**src/rtl/pix_pkg.sv**
```systemverilog
// Shared pixel definitions for the 6:6:6 two-pixel word used by the
// packing and unpacking paths.
package pix_pkg;

  localparam int unsigned PIX18_W = 18;
  localparam int unsigned WORD_W  = 36;

  typedef enum logic [0:0] {
    StIdle,
    StHeld
  } pack_state_e;

  // Keep the top 6 bits of each 8-bit channel; R ends up in the top bits.
  function automatic logic [PIX18_W-1:0] trunc666(input logic [23:0] rgb24);
    return {rgb24[23:18], rgb24[15:10], rgb24[7:2]};
  endfunction

  // Odd pixel occupies the upper half, even pixel the lower half.
  function automatic logic [WORD_W-1:0] pack_pair(input logic [PIX18_W-1:0] odd18,
                                                  input logic [PIX18_W-1:0] even18);
    return {odd18, even18};
  endfunction

endpackage

```
**src/rtl/pix_pair_packer_if.sv**
```systemverilog
// Pixel input stream and ZBT write port of the pixel-pair packer.
interface pix_pair_packer_if
  import pix_pkg::*;
#(
  parameter int unsigned ADDR_W = 19
);
  logic              pix_valid;
  logic [23:0]       pix_rgb;
  logic [10:0]       hcount;
  logic [9:0]        vcount;
  logic              flush;
  logic              wr_valid;
  logic [ADDR_W-1:0] wr_addr;
  logic [WORD_W-1:0] wr_data;
  logic              wr_ready;
  logic              overflow;
  logic              orphan;

  // Environment side: drives pixels and the write-port ready.
  modport master (
    output pix_valid, pix_rgb, hcount, vcount, flush, wr_ready,
    input  wr_valid, wr_addr, wr_data, overflow, orphan
  );

  // Packer side.
  modport slave (
    input  pix_valid, pix_rgb, hcount, vcount, flush, wr_ready,
    output wr_valid, wr_addr, wr_data, overflow, orphan
  );
endinterface

```
**src/rtl/pix_pair_fifo.sv**
```systemverilog
// Small synchronous FIFO; head entry is read straight from the storage
// registers so dout carries no path from din.
module pix_pair_fifo #(
  parameter int unsigned WIDTH = 55,
  parameter int unsigned DEPTH = 4
) (
  input  logic             clk,
  input  logic             reset,
  input  logic             push,
  input  logic             pop,
  input  logic [WIDTH-1:0] din,
  output logic [WIDTH-1:0] dout,
  output logic             empty,
  output logic             full
);

  localparam int unsigned PtrW = (DEPTH > 1) ? $clog2(DEPTH) : 1;
  localparam int unsigned CntW = PtrW + 1;

  logic [WIDTH-1:0] mem_q [DEPTH];
  logic [PtrW-1:0]  wr_ptr_q, rd_ptr_q;
  logic [CntW-1:0]  count_q;
  logic             do_push, do_pop;

  assign empty   = (count_q == '0);
  assign full    = (count_q == CntW'(DEPTH));
  assign do_pop  = pop && !empty;
  // A push into a full FIFO is still taken when the head leaves this cycle.
  assign do_push = push && (!full || do_pop);
  assign dout    = mem_q[rd_ptr_q];

  // Storage, pointers and occupancy; reset clears contents so dout reads zero.
  always_ff @(posedge clk or negedge reset) begin
    if (!reset) begin
      for (int i = 0; i < int'(DEPTH); i++) begin
        mem_q[i] <= '0;
      end
      wr_ptr_q <= '0;
      rd_ptr_q <= '0;
      count_q  <= '0;
    end else begin
      if (do_push) begin
        mem_q[wr_ptr_q] <= din;
        wr_ptr_q        <= wr_ptr_q + PtrW'(1);
      end
      if (do_pop) begin
        rd_ptr_q <= rd_ptr_q + PtrW'(1);
      end
      if (do_push && !do_pop) begin
        count_q <= count_q + CntW'(1);
      end else if (do_pop && !do_push) begin
        count_q <= count_q - CntW'(1);
      end
    end
  end

endmodule

```
**src/rtl/pix_pair_packer.sv**
```systemverilog
// Packs even/odd 6:6:6 pixels into 36-bit words with raster-derived word
// addresses and queues them for the ZBT write port.
module pix_pair_packer
  import pix_pkg::*;
#(
  parameter int unsigned ADDR_W     = 19,
  parameter int unsigned FIFO_DEPTH = 4
) (
  input logic              clk,
  input logic              reset,
  pix_pair_packer_if.slave bus
);

  localparam int unsigned EntW = ADDR_W + WORD_W;

  pack_state_e        state_q, state_d;
  logic [PIX18_W-1:0] held_pix_q, held_pix_d;
  logic [10:0]        held_h_q, held_h_d;
  logic [9:0]         held_v_q, held_v_d;
  logic               overflow_q, overflow_d;
  logic               orphan_q, orphan_d;

  logic [PIX18_W-1:0] p18;
  logic [ADDR_W-1:0]  pix_addr, held_addr;
  logic               pair_match;
  logic               push;
  logic               zero_fill;
  logic [ADDR_W-1:0]  push_addr;
  logic [WORD_W-1:0]  push_word;

  logic               fifo_empty, fifo_full, fifo_pop;
  logic [EntW-1:0]    fifo_dout;

  assign p18        = trunc666(bus.pix_rgb);
  assign pix_addr   = ADDR_W'({bus.vcount, bus.hcount[9:1]});
  assign held_addr  = ADDR_W'({held_v_q, held_h_q[9:1]});
  assign pair_match = (bus.vcount == held_v_q) && (bus.hcount == held_h_q + 11'd1);

  // Pairing decisions: at most one push per cycle; flush only on idle input.
  always_comb begin
    state_d    = state_q;
    held_pix_d = held_pix_q;
    held_h_d   = held_h_q;
    held_v_d   = held_v_q;
    push       = 1'b0;
    zero_fill  = 1'b0;
    push_addr  = '0;
    push_word  = '0;
    if (bus.pix_valid) begin
      unique case (state_q)
        StIdle: begin
          if (!bus.hcount[0]) begin
            held_pix_d = p18;
            held_h_d   = bus.hcount;
            held_v_d   = bus.vcount;
            state_d    = StHeld;
          end else begin
            push      = 1'b1;
            zero_fill = 1'b1;
            push_addr = pix_addr;
            push_word = pack_pair(p18, PIX18_W'(0));
          end
        end
        StHeld: begin
          push      = 1'b1;
          push_addr = held_addr;
          if (!bus.hcount[0]) begin
            // Back-to-back even pixels: emit the old one alone, hold the new.
            zero_fill  = 1'b1;
            push_word  = pack_pair(PIX18_W'(0), held_pix_q);
            held_pix_d = p18;
            held_h_d   = bus.hcount;
            held_v_d   = bus.vcount;
          end else if (pair_match) begin
            push_word = pack_pair(p18, held_pix_q);
            state_d   = StIdle;
          end else begin
            // Stray odd pixel is discarded after flushing the held half.
            zero_fill = 1'b1;
            push_word = pack_pair(PIX18_W'(0), held_pix_q);
            state_d   = StIdle;
          end
        end
        default: state_d = StIdle;
      endcase
    end else if (bus.flush && (state_q == StHeld)) begin
      push      = 1'b1;
      zero_fill = 1'b1;
      push_addr = held_addr;
      push_word = pack_pair(PIX18_W'(0), held_pix_q);
      state_d   = StIdle;
    end
  end

  assign fifo_pop   = bus.wr_valid && bus.wr_ready;
  assign overflow_d = overflow_q || (push && fifo_full && !fifo_pop);
  assign orphan_d   = orphan_q || zero_fill;

  // Pairing state and sticky error flags.
  always_ff @(posedge clk or negedge reset) begin
    if (!reset) begin
      state_q    <= StIdle;
      held_pix_q <= '0;
      held_h_q   <= '0;
      held_v_q   <= '0;
      overflow_q <= 1'b0;
      orphan_q   <= 1'b0;
    end else begin
      state_q    <= state_d;
      held_pix_q <= held_pix_d;
      held_h_q   <= held_h_d;
      held_v_q   <= held_v_d;
      overflow_q <= overflow_d;
      orphan_q   <= orphan_d;
    end
  end

  pix_pair_fifo #(
    .WIDTH (EntW),
    .DEPTH (FIFO_DEPTH)
  ) u_fifo (
    .clk   (clk),
    .reset (reset),
    .push  (push),
    .pop   (fifo_pop),
    .din   ({push_addr, push_word}),
    .dout  (fifo_dout),
    .empty (fifo_empty),
    .full  (fifo_full)
  );

  assign bus.wr_valid = !fifo_empty;
  assign bus.wr_addr  = fifo_dout[EntW-1:WORD_W];
  assign bus.wr_data  = fifo_dout[WORD_W-1:0];
  assign bus.overflow = overflow_q;
  assign bus.orphan   = orphan_q;

endmodule

```
**src/flat_wrapper.sv**
```systemverilog
// flat-port wrapper written by rule: the top's interface ports become plain ports
module pix_pair_packer_flat import pix_pkg::*;
#(
  parameter int unsigned ADDR_W     = 19,
  parameter int unsigned FIFO_DEPTH = 4
)
  (clk, reset, bus_pix_valid, bus_pix_rgb, bus_hcount, bus_vcount, bus_flush, bus_wr_ready, bus_wr_valid, bus_wr_addr, bus_wr_data, bus_overflow, bus_orphan);
  pix_pair_packer_if #(.ADDR_W(ADDR_W)) bus_i ();
  input logic clk;
  input logic reset;
  input wire logic [$bits(bus_i.pix_valid)-1:0] bus_pix_valid;
  input wire logic [$bits(bus_i.pix_rgb)-1:0] bus_pix_rgb;
  input wire logic [$bits(bus_i.hcount)-1:0] bus_hcount;
  input wire logic [$bits(bus_i.vcount)-1:0] bus_vcount;
  input wire logic [$bits(bus_i.flush)-1:0] bus_flush;
  input wire logic [$bits(bus_i.wr_ready)-1:0] bus_wr_ready;
  output wire logic [$bits(bus_i.wr_valid)-1:0] bus_wr_valid;
  output wire logic [$bits(bus_i.wr_addr)-1:0] bus_wr_addr;
  output wire logic [$bits(bus_i.wr_data)-1:0] bus_wr_data;
  output wire logic [$bits(bus_i.overflow)-1:0] bus_overflow;
  output wire logic [$bits(bus_i.orphan)-1:0] bus_orphan;
  assign bus_i.pix_valid = bus_pix_valid;
  assign bus_i.pix_rgb = bus_pix_rgb;
  assign bus_i.hcount = bus_hcount;
  assign bus_i.vcount = bus_vcount;
  assign bus_i.flush = bus_flush;
  assign bus_i.wr_ready = bus_wr_ready;
  assign bus_wr_valid = bus_i.wr_valid;
  assign bus_wr_addr = bus_i.wr_addr;
  assign bus_wr_data = bus_i.wr_data;
  assign bus_overflow = bus_i.overflow;
  assign bus_orphan = bus_i.orphan;
  pix_pair_packer #(.ADDR_W(ADDR_W), .FIFO_DEPTH(FIFO_DEPTH)) u_core (.clk(clk), .reset(reset), .bus(bus_i));
endmodule
```
**config.mk**
```make
export PLATFORM = sky130hd
export DESIGN_NAME = pix_pair_packer_flat
export DESIGN_NICKNAME = d
export VERILOG_FILES = /design/src/rtl/pix_pkg.sv /design/src/rtl/pix_pair_packer_if.sv /design/src/rtl/pix_pair_fifo.sv /design/src/rtl/pix_pair_packer.sv /design/src/flat_wrapper.sv
export SDC_FILE = /design/constraint.sdc
export NUM_CORES = 1
export LEC_CHECK = 0
export BUFFER_PORTS_ARGS = -buffer_cell sky130_fd_sc_hd__buf_2
export CORE_MARGIN = 5
export CORE_UTILIZATION = 60
export DETAILED_ROUTE_END_ITERATION = 8
export HOLD_SLACK_MARGIN = 0.15
export PLACE_DENSITY = 0.8
export SETUP_SLACK_MARGIN = 0.5
export SYNTH_ARGS = -nofsm -noshare
export SYNTH_HDL_FRONTEND = slang
export SYNTH_SLANG_ARGS = --single-unit
export TNS_END_PERCENT = 30
```
**constraint.sdc**
```tcl
create_clock -name clk -period 5.38 [get_ports clk]
set_input_delay 0 -clock clk [delete_from_list [all_inputs] [get_ports clk]]
set_output_delay 0 -clock clk [all_outputs]
set_load 0.1 [all_outputs]
```
==> results of run 1 <==
-- synthesized netlist by cell type, types with 4 or more instances --
| cell type | n |
|---|---|
| sky130_fd_sc_hd__a22o_1 | 19 |
| sky130_fd_sc_hd__and2_1 | 19 |
| sky130_fd_sc_hd__buf_1 | 9 |
| sky130_fd_sc_hd__buf_2 | 30 |
| sky130_fd_sc_hd__buf_6 | 12 |
| sky130_fd_sc_hd__clkbuf_1 | 31 |
| sky130_fd_sc_hd__dfrtp_1 | 268 |
| sky130_fd_sc_hd__ha_1 | 5 |
| sky130_fd_sc_hd__mux2_2 | 40 |
| sky130_fd_sc_hd__mux2i_1 | 72 |
| sky130_fd_sc_hd__mux4_2 | 55 |
| sky130_fd_sc_hd__nand2_1 | 393 |
| sky130_fd_sc_hd__nor2_1 | 4 |
| sky130_fd_sc_hd__nor4_1 | 6 |
| sky130_fd_sc_hd__o211ai_2 | 4 |
| sky130_fd_sc_hd__o21ai_0 | 69 |
| sky130_fd_sc_hd__o31ai_1 | 72 |
| sky130_fd_sc_hd__xnor2_1 | 7 |
| sky130_fd_sc_hd__xor2_1 | 19 |
-- sequential cells by signal, indices dropped and copies added, names as in the netlist --
register / count
u_core.u_fifo.wr_ptr_q: 2
u_core.bus.orphan: 1
u_core.bus.overflow: 1
u_core.u_fifo.mem_q: 220
u_core.held_v_q: 10
u_core.held_h_q: 10
u_core.u_fifo.rd_ptr_q: 2
u_core.held_pix_q: 18
u_core.u_fifo.count_q: 3
u_core.state_q: 1
-- timing repair --
action	in CTS	in global routing
hold endpoints to repair	315	0
hold buffers	42	0
buffers inserted	0	0
-- report_power, final --
| part | leakage [uW] | total (uW) | internal, uW | switching [uW] |
|---|---|---|---|---|
| clock network | 0.000478 | 1990 | 1220 | 774 |
| registers | 0.00353 | 3400 | 2830 | 574 |
| logic | 0.00272 | 4560 | 1260 | 3300 |
| total | 0.00673 | 9950 | 5300 | 4650 |
-- through the flow --
step | worst slack, ns | util [%] | power [uW] | instances | area (um2)
after floorplan | 2.86 | - | 7120 | 1164 | 12800
after global placement | 2.63 | 63.7 | 7800 | 1470 | 13400
after detailed placement | 2.60 | 63.7 | 7940 | 1470 | 13400
after CTS | 2.31 | 70.2 | 9990 | 1563 | 14800
after global routing | 2.17 | 70.2 | 10400 | 1563 | 14800
final | 2.40 | 70.2 | 9950 | 1563 | 14800
-- final timing paths --
path / endpoint / slack, ns / depth (start not counted)
hold / removal: u_core.u_fifo.mem_q[32]$_DFFE_PN0P_ / 0.15 / 2
setup reg to reg: u_core.u_fifo.mem_q[137]$_DFFE_PN0P_ / 2.46 / 5
setup / recovery: bus_wr_addr[13] / 2.40 / 3
hold reg to reg: u_core.u_fifo.mem_q[46]$_DFFE_PN0P_ / 0.47 / 2
max in group asynchronous: u_core.u_fifo.mem_q[145]$_DFFE_PN0P_ / 4.04 / 3
min in group clk: u_core.u_fifo.mem_q[160]$_DFFE_PN0P_ / 0.24 / 5
-- final cells by class --
class,instances,area [um2],share of cell area [%]
multi-input cells,808,5670,38.4
inverters,3,11.3,0.0763
flip-flops and latches,268,6710,45.4
clock buffers,46,890,6.02
repair buffers,158,1060,7.19
clock inverters,5,75.1,0.508
well taps,275,344,2.33
-- kinds of logic after synthesis --
group	count (synthesis)	share of synthesized area (%)
simple gates	435	13.5
mux	167	18.8
buf+inv	88	3.66
xor+xnor	26	1.78
compound gates	174	9.22
fa+ha+maj	6	0.645
flops	268	52.4
-- layer usage --
metal  global-route usage (%)  share of wire [%]
met5                        0                  0
met2                     42.5                 49
met1                     37.3                 42
met3                     3.83                6.1
met4                     7.89                2.4
==> metrics.txt, run 1 <==
# TYPE chip_impl_metric gauge
chip_impl_metric{name="detail-route-antenna-nets",unit=""} 0
chip_impl_info{name="hold_path.class",value="input port to asynchronous set/reset pin"} 1
chip_impl_info{name="most-common-layout-cells",value="sky130_fd_sc_hd__nand2_1, sky130_fd_sc_hd__dfrtp_1, sky130_fd_sc_hd__buf_2, sky130_fd_sc_hd__mux2i_1, sky130_fd_sc_hd__o31ai_1"} 1
chip_impl_metric{name="detail_route.first_pass.iterations",unit=""} 6
chip_impl_metric{name="pin_count_of_the_biggest_net_entering_global_routing",unit=""} 125
chip_impl_metric{name="synth-async-reset-ratio",unit="%"} 100
chip_impl_metric{name="critPathArrivalTime",unit="ns"} 2.98
chip_impl_metric{name="dr_total_vias",unit=""} 9419
chip_impl_metric{name="place_congestion",unit=""} 0.791
chip_impl_info{name="synth_top_cell_by_area",value="sky130_fd_sc_hd__dfrtp_1"} 1
chip_impl_metric{name="n_antenna_cell",unit=""} 0
chip_impl_metric{name="die_h",unit="um"} 156
chip_impl_info{name="cpLargestDelayFamily",value="buffers and inverters"} 1
chip_impl_metric{name="total_count_of_max_transition_violations_in_the_final_report",unit=""} 0
chip_impl_metric{name="place.port_buffers",unit=""} 101
chip_impl_metric{name="initial_core_util",unit="%"} 60.9
chip_impl_metric{name="overflow",unit=""} 0
chip_impl_metric{name="power_density",unit="nW/um2"} 674
chip_impl_metric{name="post_synthesis_sequential_area_ratio",unit="%"} 52.4
chip_impl_info{name="postSynth.topFlopCell",value="sky130_fd_sc_hd__dfrtp_1"} 1
chip_impl_metric{name="final_net_count",unit=""} 1323
chip_impl_metric{name="proportion_of_layout_cells_with_a_drive_suffix_above_1",unit="%"} 20.8
chip_impl_metric{name="netlist-cell-type-count",unit=""} 37
chip_impl_metric{name="grt_pass1_vias",unit=""} 9981
chip_impl_metric{name="grt_first_pass_wirelength",unit="mm"} 51.8
chip_impl_metric{name="path_max_fanout",unit=""} 32
chip_impl_info{name="final_common_cell",value="sky130_fd_sc_hd__nand2_1"} 1
chip_impl_metric{name="maxCapViolations",unit=""} 0
chip_impl_metric{name="route.detailed.vias_per_inst",unit=""} 6.03
chip_impl_info{name="crit_path_end_kind",value="output port"} 1
chip_impl_metric{name="insertion_delay",unit="ns"} 0.53
chip_impl_metric{name="cells_after_synthesis",unit=""} 1164
chip_impl_info{name="path_class",value="flip-flop to output port"} 1
chip_impl_metric{name="antenna_found_initial",unit=""} 0
chip_impl_metric{name="drt-wirelength-per-cell",unit="um"} 19.9
chip_impl_metric{name="ir_drop",unit="mV"} 0.673
chip_impl_info{name="tritoncts",value="yes"} 1
chip_impl_metric{name="cts_max_path_buffers",unit=""} 3
chip_impl_info{name="outcome",value="finished clean"} 1
chip_impl_info{name="ys_top_cells_by_area",value="sky130_fd_sc_hd__dfrtp_1, sky130_fd_sc_hd__nand2_1, sky130_fd_sc_hd__mux4_2"} 1
chip_impl_metric{name="finalSetupViolCount",unit=""} 0
chip_impl_metric{name="finalHoldViolCount",unit=""} 0
chip_impl_metric{name="timing.final.crit_share",unit="%"} 55.5
chip_impl_metric{name="final.setup.tns",unit="ns"} 0
chip_impl_metric{name="std_cell_rows",unit=""} 53
chip_impl_metric{name="synth_enable_flop_cells",unit=""} 0
chip_impl_info{name="crit_path_cell_trace",value="buf_4, mux4_2, buf_2"} 1
chip_impl_metric{name="cts_htree_levels",unit=""} 1
chip_impl_metric{name="cellLeakagePower",unit="uW"} 0.00673
chip_impl_metric{name="worst_clock_skew",unit="ns"} 0.0163
chip_impl_info{name="cp-start-kind",value="flip-flop"} 1
chip_impl_metric{name="yosys.area.top_type_share",unit="%"} 52.4
chip_impl_metric{name="cts.repair.resized",unit=""} 0
chip_impl_metric{name="max_freq",unit="MHz"} 335
chip_impl_info{name="crit_slowest_cell",value="sky130_fd_sc_hd__dfrtp_4"} 1
chip_impl_metric{name="die-area",unit="um2"} 24400
chip_impl_metric{name="wirelength",unit="mm"} 31.0
chip_impl_metric{name="ys.warnings.count",unit=""} 0
chip_impl_metric{name="floorplan.core_area",unit="um2"} 21000
chip_impl_metric{name="syn_nets",unit=""} 1220
chip_impl_metric{name="maxSlewHeadroom",unit="%"} 19.9
chip_impl_info{name="regToRegStartpoint",value="u_core.u_fifo.count_q[0]$_DFFE_PN0P_"} 1
chip_impl_metric{name="die_w",unit="um"} 156
chip_impl_metric{name="critical_path_buf_inv_count",unit=""} 2
chip_impl_metric{name="hold_slack",unit="ns"} 0.151
chip_impl_metric{name="worst_ep_required_time",unit="ns"} 5.38
chip_impl_info{name="setup_repair_after_global_routing_missed_its_margin",value="no"} 1
chip_impl_metric{name="gr-usage-all-layers",unit="%"} 26.2
chip_impl_metric{name="flow.area_growth_from_synthesis",unit="%"} 15.3
chip_impl_metric{name="dp.final_hpwl",unit="mm"} 18.3
chip_impl_metric{name="syn-mean-instance-area",unit="um2"} 11.0
chip_impl_metric{name="drcViolationCount",unit=""} 0
chip_impl_metric{name="clkSlewWorstSetupHoldPaths",unit="ns"} 0.06
chip_impl_metric{name="timing.final.crit_period",unit="ns"} 2.98
chip_impl_metric{name="cp_peak_stage_delay",unit="ns"} 0.90
chip_impl_metric{name="clkSinkCount",unit=""} 268
chip_impl_metric{name="synth.ff_latch_count",unit=""} 268
chip_impl_metric{name="timing_worst_slew_pin_value",unit="ns"} 1.20
chip_impl_metric{name="netlist_area",unit="um2"} 12800
chip_impl_info{name="cts-root-buf",value="sky130_fd_sc_hd__clkbuf_16"} 1
chip_impl_info{name="critPathLaunch",value="u_core.u_fifo.rd_ptr_q[0]$_DFFE_PN0P_"} 1
chip_impl_metric{name="drtIter0Drc",unit=""} 796
chip_impl_metric{name="boundaryPins",unit=""} 108
chip_impl_metric{name="number_of_clock_buffers_inserted_by_tritoncts",unit=""} 28
chip_impl_metric{name="count_of_filler_cells_inserted_in_the_layout",unit=""} 1412
Power figures use the tool's default switching activity.
==> inputs of run 2 (changes only) <==
- ABC_AREA: unset -> 1
- clock period: 5.38 -> 2.9 ns (I/O delays scaled with it)
==> run 2 against run 1 <==
Compared with the run above:
- sequential cell count did not move
- non-clock buffer count rose by 24
- via count rose by 25%
- cell area rose by 6.6%
- critical path depth rose by 2
- hold slack improved by 0.10 ns
- register-to-register slack got worse by 1.8 ns
- area after synthesis fell by 1.8%
==> metrics.txt, run 2 <==
# TYPE chip_impl_metric gauge
chip_impl_metric{name="timing.final.crit_share",unit="%"} 83.2
chip_impl_metric{name="gr-usage-all-layers",unit="%"} 30.0
chip_impl_info{name="tritoncts",value="yes"} 1
chip_impl_info{name="hold_path.class",value="input port to flip-flop"} 1
chip_impl_metric{name="maxCapViolations",unit=""} 0
chip_impl_info{name="crit_slowest_cell",value="sky130_fd_sc_hd__dfrtp_4"} 1
chip_impl_metric{name="floorplan.core_area",unit="um2"} 20800
chip_impl_metric{name="grt_pass1_vias",unit=""} 11900
chip_impl_metric{name="netlist-cell-type-count",unit=""} 26
chip_impl_metric{name="max_freq",unit="MHz"} 415
chip_impl_metric{name="insertion_delay",unit="ns"} 0.55
chip_impl_metric{name="cts_max_path_buffers",unit=""} 3
chip_impl_metric{name="number_of_clock_buffers_inserted_by_tritoncts",unit=""} 29
chip_impl_metric{name="wirelength",unit="mm"} 36.3
chip_impl_metric{name="ys.warnings.count",unit=""} 0
chip_impl_metric{name="drcViolationCount",unit=""} 0
chip_impl_metric{name="hold_slack",unit="ns"} 0.254
chip_impl_metric{name="timing_worst_slew_pin_value",unit="ns"} 0.737
chip_impl_metric{name="worst_ep_required_time",unit="ns"} 2.90
chip_impl_info{name="cp-start-kind",value="flip-flop"} 1
chip_impl_metric{name="n_antenna_cell",unit=""} 0
chip_impl_metric{name="path_max_fanout",unit=""} 77
chip_impl_info{name="final_common_cell",value="sky130_fd_sc_hd__nand2_1"} 1
chip_impl_metric{name="yosys.area.top_type_share",unit="%"} 53.3
chip_impl_metric{name="detail-route-antenna-nets",unit=""} 0
chip_impl_info{name="setup_repair_after_global_routing_missed_its_margin",value="yes"} 1
chip_impl_metric{name="grt_first_pass_wirelength",unit="mm"} 58.9
chip_impl_metric{name="boundaryPins",unit=""} 108
chip_impl_metric{name="antenna_found_initial",unit=""} 1
chip_impl_metric{name="die_w",unit="um"} 155
chip_impl_metric{name="multi_input_comb_area",unit="um2"} 5030
chip_impl_info{name="postSynth.topFlopCell",value="sky130_fd_sc_hd__dfrtp_1"} 1
chip_impl_metric{name="dr_total_vias",unit=""} 11700
chip_impl_metric{name="place.port_buffers",unit=""} 101
chip_impl_metric{name="route.detailed.vias_per_inst",unit=""} 5.90
chip_impl_metric{name="proportion_of_layout_cells_with_a_drive_suffix_above_1",unit="%"} 12.7
chip_impl_metric{name="finalHoldViolCount",unit=""} 0
chip_impl_info{name="post_synth_most_frequent_cells",value="sky130_fd_sc_hd__nand2_1, sky130_fd_sc_hd__dfrtp_1, sky130_fd_sc_hd__o21ai_0"} 1
chip_impl_info{name="synth_top_cell_by_area",value="sky130_fd_sc_hd__dfrtp_1"} 1
chip_impl_info{name="ys_top_cells_by_area",value="sky130_fd_sc_hd__dfrtp_1, sky130_fd_sc_hd__nand2_1, sky130_fd_sc_hd__o21ai_0"} 1
chip_impl_metric{name="die-area",unit="um2"} 24000
chip_impl_metric{name="synth.ff_latch_count",unit=""} 268
chip_impl_metric{name="clkSinkCount",unit=""} 268
chip_impl_metric{name="critPathArrivalTime",unit="ns"} 2.41
chip_impl_metric{name="synth-async-reset-ratio",unit="%"} 100
chip_impl_metric{name="largest_register_ffs",unit=""} 220
chip_impl_info{name="max_flop_register",value="u_core.u_fifo.mem_q"} 1
chip_impl_info{name="path_class",value="flip-flop to output port"} 1
chip_impl_metric{name="overflow",unit=""} 0
chip_impl_info{name="outcome",value="finished clean"} 1
chip_impl_metric{name="timing.final.crit_period",unit="ns"} 2.41
chip_impl_metric{name="syn_nets",unit=""} 1640
chip_impl_metric{name="final.setup.tns",unit="ns"} 0
chip_impl_info{name="most-common-layout-cells",value="sky130_fd_sc_hd__nand2_1, sky130_fd_sc_hd__dfrtp_1, sky130_fd_sc_hd__o21ai_0, sky130_fd_sc_hd__nor2_1, sky130_fd_sc_hd__inv_1"} 1
chip_impl_info{name="worst_path_most_repeated_cell",value="sky130_fd_sc_hd__buf_12"} 1
chip_impl_metric{name="finalSetupViolCount",unit=""} 0
chip_impl_metric{name="netlist_area",unit="um2"} 12600
chip_impl_metric{name="place_congestion",unit=""} 0.844
chip_impl_info{name="crit_path_cell_trace",value="inv_2, buf_12, o21ai_0, o22ai_1, buf_12"} 1
chip_impl_metric{name="drtIter0Drc",unit=""} 1331
chip_impl_metric{name="flow.area_growth_from_synthesis",unit="%"} 25.1
chip_impl_metric{name="initial_core_util",unit="%"} 60.4
chip_impl_metric{name="post_synthesis_sequential_area_ratio",unit="%"} 53.3
chip_impl_metric{name="dp.final_hpwl",unit="mm"} 20.5
chip_impl_metric{name="clkSlewWorstSetupHoldPaths",unit="ns"} 0.06
chip_impl_metric{name="total_count_of_max_transition_violations_in_the_final_report",unit=""} 0
chip_impl_metric{name="std_cell_rows",unit=""} 53
chip_impl_metric{name="drt-wirelength-per-cell",unit="um"} 18.2
chip_impl_info{name="post-synth-top-count-cell",value="sky130_fd_sc_hd__nand2_1"} 1
chip_impl_info{name="crit_path_end_kind",value="output port"} 1
chip_impl_metric{name="worst_clock_skew",unit="ns"} 0.0211
chip_impl_info{name="layout_top_registers",value="u_core.u_fifo.mem_q: 220 flops, u_core.held_pix_q: 18 flops"} 1
chip_impl_metric{name="die_h",unit="um"} 155
chip_impl_metric{name="count_of_filler_cells_inserted_in_the_layout",unit=""} 1375
chip_impl_metric{name="syn-mean-instance-area",unit="um2"} 7.94
chip_impl_metric{name="maxSlewHeadroom",unit="%"} 50.9
chip_impl_metric{name="pin_count_of_the_biggest_net_entering_global_routing",unit=""} 93
chip_impl_metric{name="cts_htree_levels",unit=""} 1
chip_impl_metric{name="cp_peak_stage_delay",unit="ns"} 0.65
chip_impl_metric{name="synth_enable_flop_cells",unit=""} 0
chip_impl_metric{name="seq_area",unit="um2"} 6710
chip_impl_metric{name="cells_after_synthesis",unit=""} 1584
chip_impl_info{name="cts-root-buf",value="sky130_fd_sc_hd__clkbuf_16"} 1
chip_impl_metric{name="final_net_count",unit=""} 1753
chip_impl_metric{name="detail_route.first_pass.iterations",unit=""} 9
==> run 2: worst paths after layout <==
check                           cells past startpoint                             startpoint                                    to  slack, ns
worst max-delay path                                5  u_core.u_fifo.rd_ptr_q[0]$_DFFE_PN0P_                       bus_wr_data[27]       0.49
worst min-delay path                                5                          bus_hcount[0]        u_core.held_v_q[5]$_DFFE_PN0P_       0.25
worst max register to register                     10   u_core.u_fifo.count_q[0]$_DFFE_PN0P_  u_core.u_fifo.count_q[1]$_DFFE_PN0P_       0.71
worst min register to register                      2   u_core.u_fifo.mem_q[133]$_DFFE_PN0P_  u_core.u_fifo.mem_q[133]$_DFFE_PN0P_       0.47
max in group asynchronous                           4                                  reset  u_core.u_fifo.mem_q[107]$_DFFE_PN0P_       1.34
min in group asynchronous                           3                                  reset        u_core.held_v_q[2]$_DFFE_PN0P_       0.61
==> run 2: layout make-up <==
type,instances,area share (%)
clock buffer,35,4.88
clock inverter,14,1.64
inverter,109,2.70
multi-input combinational,1107,32.0
sequential,268,42.7
tap,275,2.19
timing repair buffer,182,14.0
==> run 2: critical path: cells and delay by family (launching register included) <==
kind,cells,cell delay [ns]
compound gates,2,0.45
buf+inv,3,0.66
flops,1,0.65
==> run 2: cell families (layout without fill, tap and decap cells) <==
kind of cell	count (synthesis)	count (layout)	share of synthesized area [%]
AND/OR/NAND/NOR	788	788	24.6
multiplexers	1	1	0.0895
buffers and inverters	209	340	7.93
XOR/XNOR	5	5	0.348
AO/OA/AOI/OAI	307	307	13.0
flip-flops	268	268	53.3
adder cells (fa/ha/maj)	6	6	0.657
==> run 2: metal layers <==
metal	GRT usage [%]	up-vias	routed length, um
met5	0	-	13
met4	12.4	2	1270
met3	6.83	119	3760
met2	47.6	722	17200
met1	40.2	5610	14000
li1	-	5289	-
==> run 2: timing repair <==
item / CTS / global route
hold buffers: 56 / 0
resized for setup: 5 / 8
endpoints found under the hold margin: 430 / 0
setup buffers: 1 / 1
setup endpoints to repair: 51 / 103
pin swaps: 0 / 1
==> run 2: stage by stage <==
stage | utilization, % | setup WS [ns] | cell area [um2] | instances
6_report | 75.6 | 0.489 | 15700 | 1990
5_1_grt | 75.6 | 0.449 | 15700 | 1990
4_1_cts | 75.4 | 0.508 | 15700 | 1989
3_5_place_dp | 67.5 | 0.691 | 14100 | 1883
3_3_place_gp | 67.5 | 0.791 | 14100 | 1883
2_1_floorplan | - | 0.315 | 12700 | 1584
Power of run 2 is left out: the tool's default activity adds up to more than one toggle a clock period on the data nets, which glitch-free logic cannot reach.
